===== config.mk =====
export PLATFORM = sky130hd
export DESIGN_NAME = serial_src
export DESIGN_NICKNAME = d
export VERILOG_FILES = /design/src/rtl/serial_src.sv
export SDC_FILE = /design/constraint.sdc
export NUM_CORES = 1
export LEC_CHECK = 0
export CORE_ASPECT_RATIO = 1.5
export CORE_MARGIN = 2
export CORE_UTILIZATION = 39
export CTS_CLUSTER_DIAMETER = 30
export DETAILED_ROUTE_END_ITERATION = 8
export GPL_ROUTABILITY_DRIVEN = 1
export PLACE_DENSITY = 0.62
export SYNTH_ARGS = -nofsm -noshare
export SYNTH_HDL_FRONTEND = slang
export SYNTH_SLANG_ARGS = --single-unit

===== constraint.sdc =====
create_clock -name CLK -period 3.8 [get_ports CLK]
set_clock_uncertainty 0.1 [all_clocks]
set_input_delay 0.76 -clock CLK [delete_from_list [all_inputs] [get_ports CLK]]
set_output_delay 0.76 -clock CLK [all_outputs]
set_load 0.01 [all_outputs]

===== src/rtl/serial_src.sv =====
// Bit-serial responder for the REQ/ACK/DATA pull bundle: buffers host words in a
// small FIFO and returns them LSB first, one bit per four-phase handshake.
module serial_src #(
  parameter int WIDTH = 4,
  parameter int DEPTH = 4
) (
  input  logic                       CLK,
  input  logic                       RSTB,
  input  logic                       WR_VALID,
  output logic                       WR_READY,
  input  logic [WIDTH-1:0]           WR_DATA,
  input  logic                       OUT_REQ,
  output logic                       OUT_ACK,
  output logic                       OUT_DATA,
  output logic [$clog2(DEPTH+1)-1:0] LEVEL
);
  localparam int AW = $clog2(DEPTH);
  localparam int LW = $clog2(DEPTH + 1);
  localparam int BW = (WIDTH > 1) ? $clog2(WIDTH) : 1;
  localparam logic [BW-1:0] LAST_BIT = BW'(WIDTH - 1);
  localparam logic [LW-1:0] FULL_LEVEL = LW'(DEPTH);

  typedef enum logic {IDLE, ACKED} state_t;

  state_t           state;
  logic [WIDTH-1:0] mem [DEPTH];
  logic [AW-1:0]    wr_ptr;
  logic [AW-1:0]    rd_ptr;
  logic [BW-1:0]    bit_idx;
  logic [LW-1:0]    count;
  logic             push;
  logic             pop;

  // Readiness depends only on the registered count, so a same-cycle pop never frees a slot.
  assign WR_READY = RSTB && (count != FULL_LEVEL);
  assign push     = WR_VALID && WR_READY;
  assign pop      = (state == ACKED) && !OUT_REQ && (bit_idx == LAST_BIT);
  assign LEVEL    = count;

  always_ff @(posedge CLK) begin
    if (push) begin
      mem[wr_ptr] <= WR_DATA;
    end
  end

  always_ff @(posedge CLK) begin
    if (!RSTB) begin
      state    <= IDLE;
      wr_ptr   <= '0;
      rd_ptr   <= '0;
      bit_idx  <= '0;
      count    <= '0;
      OUT_ACK  <= 1'b0;
      OUT_DATA <= 1'b0;
    end else begin
      if (push) begin
        wr_ptr <= wr_ptr + 1'b1;
      end
      if (pop) begin
        rd_ptr <= rd_ptr + 1'b1;
      end
      case ({push, pop})
        2'b10:   count <= count + 1'b1;
        2'b01:   count <= count - 1'b1;
        default: count <= count;
      endcase

      case (state)
        IDLE: begin
          // The count check also hides a word written this very edge (no bypass).
          if (OUT_REQ && (count != '0)) begin
            OUT_ACK  <= 1'b1;
            OUT_DATA <= mem[rd_ptr][bit_idx];
            state    <= ACKED;
          end
        end
        ACKED: begin
          if (!OUT_REQ) begin
            OUT_ACK  <= 1'b0;
            OUT_DATA <= 1'b0;
            state    <= IDLE;
            bit_idx  <= (bit_idx == LAST_BIT) ? '0 : bit_idx + 1'b1;
          end
        end
      endcase
    end
  end
endmodule

Word level (Yosys, flattened, before mapping)
Memory sizes are Yosys's and may differ from the RTL's. A register that Yosys moved wholly into a read port is not among the register bits.
Cells that the tools add are included.
W data, S select, Z words.
- order comparisons: 1
- reduce and logical (&&, ||, !) cells: 10
- add/subtract/negate cells: 5
- bitwise logic cells: 2
- multiplexer cells: 16
- eq/ne operators: 6
- operator list (cell ; number):
    $mux W1 ; 8
    $add A2 B1 Y2 const B ; 3
    $mux W2 ; 3
    $pmux W1 S2 ; 3
    $pmux W3 S2 ; 1
    $logic_and A1 B1 Y1 ; 5
    $eq A2 B2 Y1 const B ; 2
    $ne A2 B2 Y1 const B ; 2
    $reduce_and A2 Y1 ; 2
    $add A3 B1 Y3 const B ; 1
    $lt A2 B3 Y1 const B ; 1
    $ne A3 B3 Y1 const B ; 1
    $reduce_bool A3 Y1 ; 1
    $sub A3 B1 Y3 const B ; 1
    $bmux W1 S2 ; 1
    $eq A2 B1 Y1 const B ; 1
    $not A1 Y1 ; 2
    $reduce_bool A2 Y1 ; 1
    $logic_not A1 Y1 ; 1
- logic and storage cells: 48
- output and inout bits: 6
- memories kept: 1
- input port bits: 8
- flip-flop bits (word level): 12
- bits in writable memories: 16
- memory list (memory ; words ; bits a word ; rd ports ; clocked after Yosys merged registers in ; wr ports ; RTL line ; RTL):
    mem ; 4 ; 4 ; 1 ; 1 ; 1 ; 26 ; logic [WIDTH-1:0] mem [DEPTH];

Depth between registers and ports, before layout
- depth after elaboration: 5
- mapped depth: 9

Least setup slack after synthesis
Ideal clock, no wire load.
- path type: input port to flip-flop
- start point: in OUT_REQ
- end point: reg count[2], in the netlist LEVEL[2]
- cell stages on the path: 8
- slack: 1.384 ns
- data arrival time: 2.240 ns
- required time: 3.624 ns
- library setup time: 0.076 ns
- cell sequence: nor2b_1 -> and2_1 -> ha_1 -> inv_1 -> fa_1 -> xor2_1 -> or3_1 -> a21boi_0
- cells in the longest elaborated chain, start to end: 5
- ends and longest elaborated chain (element ; RTL line ; RTL):
    start: declaration ; 12 ; input logic OUT_REQ,
    $logic_not A1 Y1 (*) ; n/a ;
    $logic_and A1 B1 Y1 (*) (2 in a row) ; 37 ; assign pop = (state == ACKED) && !OUT_REQ && (bit_idx == LAST_BIT);
    via pop ; 32 ; logic pop;
    $eq A2 B1 Y1 / $eq A2 B2 Y1 (equally long branches) ; 62 ; case ({push, pop})
    $pmux W3 S2 / $reduce_bool A2 Y1 (equally long branches) ; n/a ;
    end signal: assignment ; 63 ; 2'b10: count <= count + 1'b1;
    end signal: assignment ; 64 ; 2'b01: count <= count - 1'b1;
    end signal: assignment ; 65 ; default: count <= count;
    end: declaration ; 30 ; logic [LW-1:0] count;
The timed path passes the listed nets; every way through them passes the cells marked *.
A chain may end at the register's enable or synchronous reset.

Worst setup path in the final report
- start point: in RSTB
- end point: out WR_READY
- cells in the longest elaborated chain, start to end: 1
- ends and longest elaborated chain (element ; RTL line ; RTL):
    start: declaration ; 8 ; input logic RSTB,
    $logic_and A1 B1 Y1 ; 35 ; assign WR_READY = RSTB && (count != FULL_LEVEL);
    end: declaration ; 10 ; output logic WR_READY,
Every way passes these cells.

==> flow_metrics.tcl <==
set metrics [dict create \
    fp.dieW_um 51.6 \
    final-setup-viol-count 0 \
    cts_root_buf "sky130_fd_sc_hd__clkbuf_8" \
    timing.critical_path.mode_cell "sky130_fd_sc_hd__clkdlybuf4s50_1" \
    routed_via_density 4.99 \
    grt_max_degree 16 \
    data_required_time_of_the_worst_path_ns 2.94 \
    timing.fmax_ghz 0.353 \
    worst_hold_startpoint "OUT_ACK" \
    row_count 25 \
    floorplan.die.height_um 75.4 \
    max_stage_delay_ns 0.54 \
    regToRegEndpoint "LEVEL[2]" \
    cpMaxStageDelayCell "sky130_fd_sc_hd__clkdlybuf4s50_1" \
    finalWeightedCongestion 0.783 \
    crit_type "in2out" \
    final.hold.worst_slack_ns 0.364 \
    io_buffer_count 13 \
    pwr_density_cell_nw_per_um2 419 \
    diodes 0 \
    detail_route.iter0.violations 13 \
    layout_commonest_cell "sky130_fd_sc_hd__edfxtp_1" \
    vias 798 \
    timing_worst_slew_pin_value_ns 0.308 \
    die_area_um2 3890 \
    cts_setup_buffers 0 \
    rr_worst_depth 9 \
    worst_skew_late_latency_ns 0.27 \
    grt_pass1_vias 748 \
    worst-r2r-setup-slack_ns 1.45 \
    cts_buffer_depth 2 \
    yosysUniqueCellTypes 29 \
    grt_setup_unrepaired "false" \
    clock_tree_from_tritoncts "yes" \
    syn_area_um2 1320 \
    final-hold-violation-count 0 \
    grt.overflow.total 0 \
    whs_path_depth 2 \
    post_cts.resized_instances 0 \
    worst_vdd_rail_ir_drop_v 0.000331 \
    cts_hold_repair_buffers 0 \
    layout_cell_share_with_drive_strength_beyond_1 0.0833 \
    placed_cells 152 \
    crit-reg2reg-launch "LEVEL[2]" \
    start_kind "input port" \
    syn_inst 100 \
    core-area_um2 3190 \
    cp-end-kind "primary output" \
    layout.cells.most_common_list "sky130_fd_sc_hd__edfxtp_1 (16), sky130_fd_sc_hd__dfxtp_1 (14), sky130_fd_sc_hd__clkdlybuf4s50_1 (13)" \
    layoutNonFillerInstCount 160 \
    syn_nets 115 \
    h-tree-depth 2 \
    antenna_violating_nets_post_route 0 \
    post_synthesis_sequential_element_count 30 \
    fin_crit_sh 0.746 \
    drt_drc_violations_left 0 \
    place.detailed.hpwl_um 1580 \
    hold_path_end "OUT_ACK" \
    synthesis.area_per_instance_um2 13.2 \
    clkSlewWorstSetupHoldPaths_ns 0.06 \
    grt_first_pass_wirelength_um 3410 \
    syn2layout_area_growth_pct 19.9 \
    slew_headroom 0.794 \
    drv_slew 0 \
    fillers 310 \
    worstPathCellList "clkdlybuf4s50_1 -> o31a_1 -> clkdlybuf4s50_1" \
    wire_per_inst_um 13.2 \
    grtUsageTotal 0.128 \
    route.final.wire_length_um 2120 \
    power_uw 666 \
    worstPathArrival_ns 1.97 \
    synth_seq_area_share 0.575 \
    min_delay_path_class "reg2reg" \
    number_of_nets_in_the_finished_design 134 \
    finalCoreUtilization 0.498 \
    power.leakage_nw 0.569 \
    max-cap-violations 0 \
    clock_sinks 30 \
    min_clock_period_post_route_ns 2.83 \
    drt_pre_antenna_iters 4 \
    critical_path.max_fanout 3 \
    cts-buffers-inserted 5 \
    setup_tns_ns 0 \
    floorplan.initialDensity 0.415 \
    antenna_found_initial 0 \
    count_of_pins_on_the_block_boundary 14 \
    yosys_warning_count 0 \
    status "completed" \
]
-- final cells by class --
cell class	count	area, um^2	area share
flip-flops and latches	30	761	0.479
repair buffers	14	138	0.0867
clock inverters	1	5.00	0.00315
multi-input cells	61	522	0.329
well taps	40	50.0	0.0315
clock buffers	7	86.3	0.0544
inverters	7	26.3	0.0165
-- synthesized netlist by cell type --
library cell	number	area share
sky130_fd_sc_hd__edfxtp_1	16	0.36
sky130_fd_sc_hd__dfxtp_1	14	0.21
sky130_fd_sc_hd__and2_1	8	0.038
sky130_fd_sc_hd__nand2_1	8	0.023
sky130_fd_sc_hd__inv_1	7	0.020
sky130_fd_sc_hd__ha_1	6	0.057
sky130_fd_sc_hd__mux2i_1	4	0.030
sky130_fd_sc_hd__nor2b_1	4	0.019
sky130_fd_sc_hd__o21ai_0	4	0.015
sky130_fd_sc_hd__a21boi_0	3	0.017
sky130_fd_sc_hd__mux4_1	3	0.060
sky130_fd_sc_hd__xnor2_1	3	0.020
sky130_fd_sc_hd__nand3_1	2	0.0076
sky130_fd_sc_hd__nand3b_1	2	0.011
sky130_fd_sc_hd__or3_1	2	0.0095
sky130_fd_sc_hd__a21oi_1	1	0.0038
sky130_fd_sc_hd__buf_6	1	0.0085
sky130_fd_sc_hd__clkbuf_1	1	0.0028
sky130_fd_sc_hd__fa_1	1	0.015
sky130_fd_sc_hd__nand2b_1	1	0.0047
sky130_fd_sc_hd__nand3b_4	1	0.015
sky130_fd_sc_hd__nand4_1	1	0.0047
sky130_fd_sc_hd__nor3_1	1	0.0038
sky130_fd_sc_hd__o211a_1	1	0.0076
sky130_fd_sc_hd__o311a_1	1	0.0076
sky130_fd_sc_hd__o311ai_1	1	0.0066
sky130_fd_sc_hd__o31a_1	1	0.0066
sky130_fd_sc_hd__or3_2	1	0.0057
sky130_fd_sc_hd__xor2_1	1	0.0066
-- report_power, final --
| group | internal, mW | switching, mW |
|---|---|---|
| Sequential | 0.353 | 0.00801 |
| Combinational | 0.0271 | 0.0237 |
| Clock | 0.146 | 0.108 |
-- cells by family after synthesis --
logic type | synth area share
buffers and inverters | 0.0312
AO/OA/AOI/OAI | 0.0643
multiplexers | 0.0898
XOR/XNOR | 0.0265
flip-flops | 0.575
adder cells (fa/ha/maj) | 0.0718
AND/OR/NAND/NOR | 0.142
-- sequential cells by signal, indices dropped and copies added (netlist names), named ones only --
name	flops
wr_ptr	2
mem	16
LEVEL	3
state	1
rd_ptr	2
OUT_DATA	1
OUT_ACK	1
bit_idx	2
-- layer usage --
layer  GRT usage  vias to the layer above  routed length (um)
met4      0.0702                        0                  48
met3      0.0529                        4                  90
li1            -                      393                   -
met2       0.225                       12                1160
met1       0.126                      389                 815
met5           0                        -                   0
-- through the flow --
step,setup slack (ns),area (um^2)
CTS,0.970,1590
floorplan,1.38,1320
global route,0.864,1590
global placement,0.797,1500
finish,0.967,1590
detailed placement,0.681,1500
-- worst max-delay path: cells and delay by family --
kind / cells / cell delay, ns
buf+inv: 2 / 1.06
compound gates: 1 / 0.15
-- worst max-delay path by stage --
stage	from	endpoint	slack (ns)
2_1_floorplan	OUT_REQ	LEVEL[2]	1.38
3_3_place_gp	OUT_REQ	LEVEL[2]	0.80
3_5_place_dp	OUT_REQ	LEVEL[2]	0.68
4_1_cts	RSTB	WR_READY	0.97
5_1_grt	OUT_REQ	LEVEL[2]	0.86
6_report	RSTB	WR_READY	0.97
Note: power is estimated with default switching activity, not from simulation.
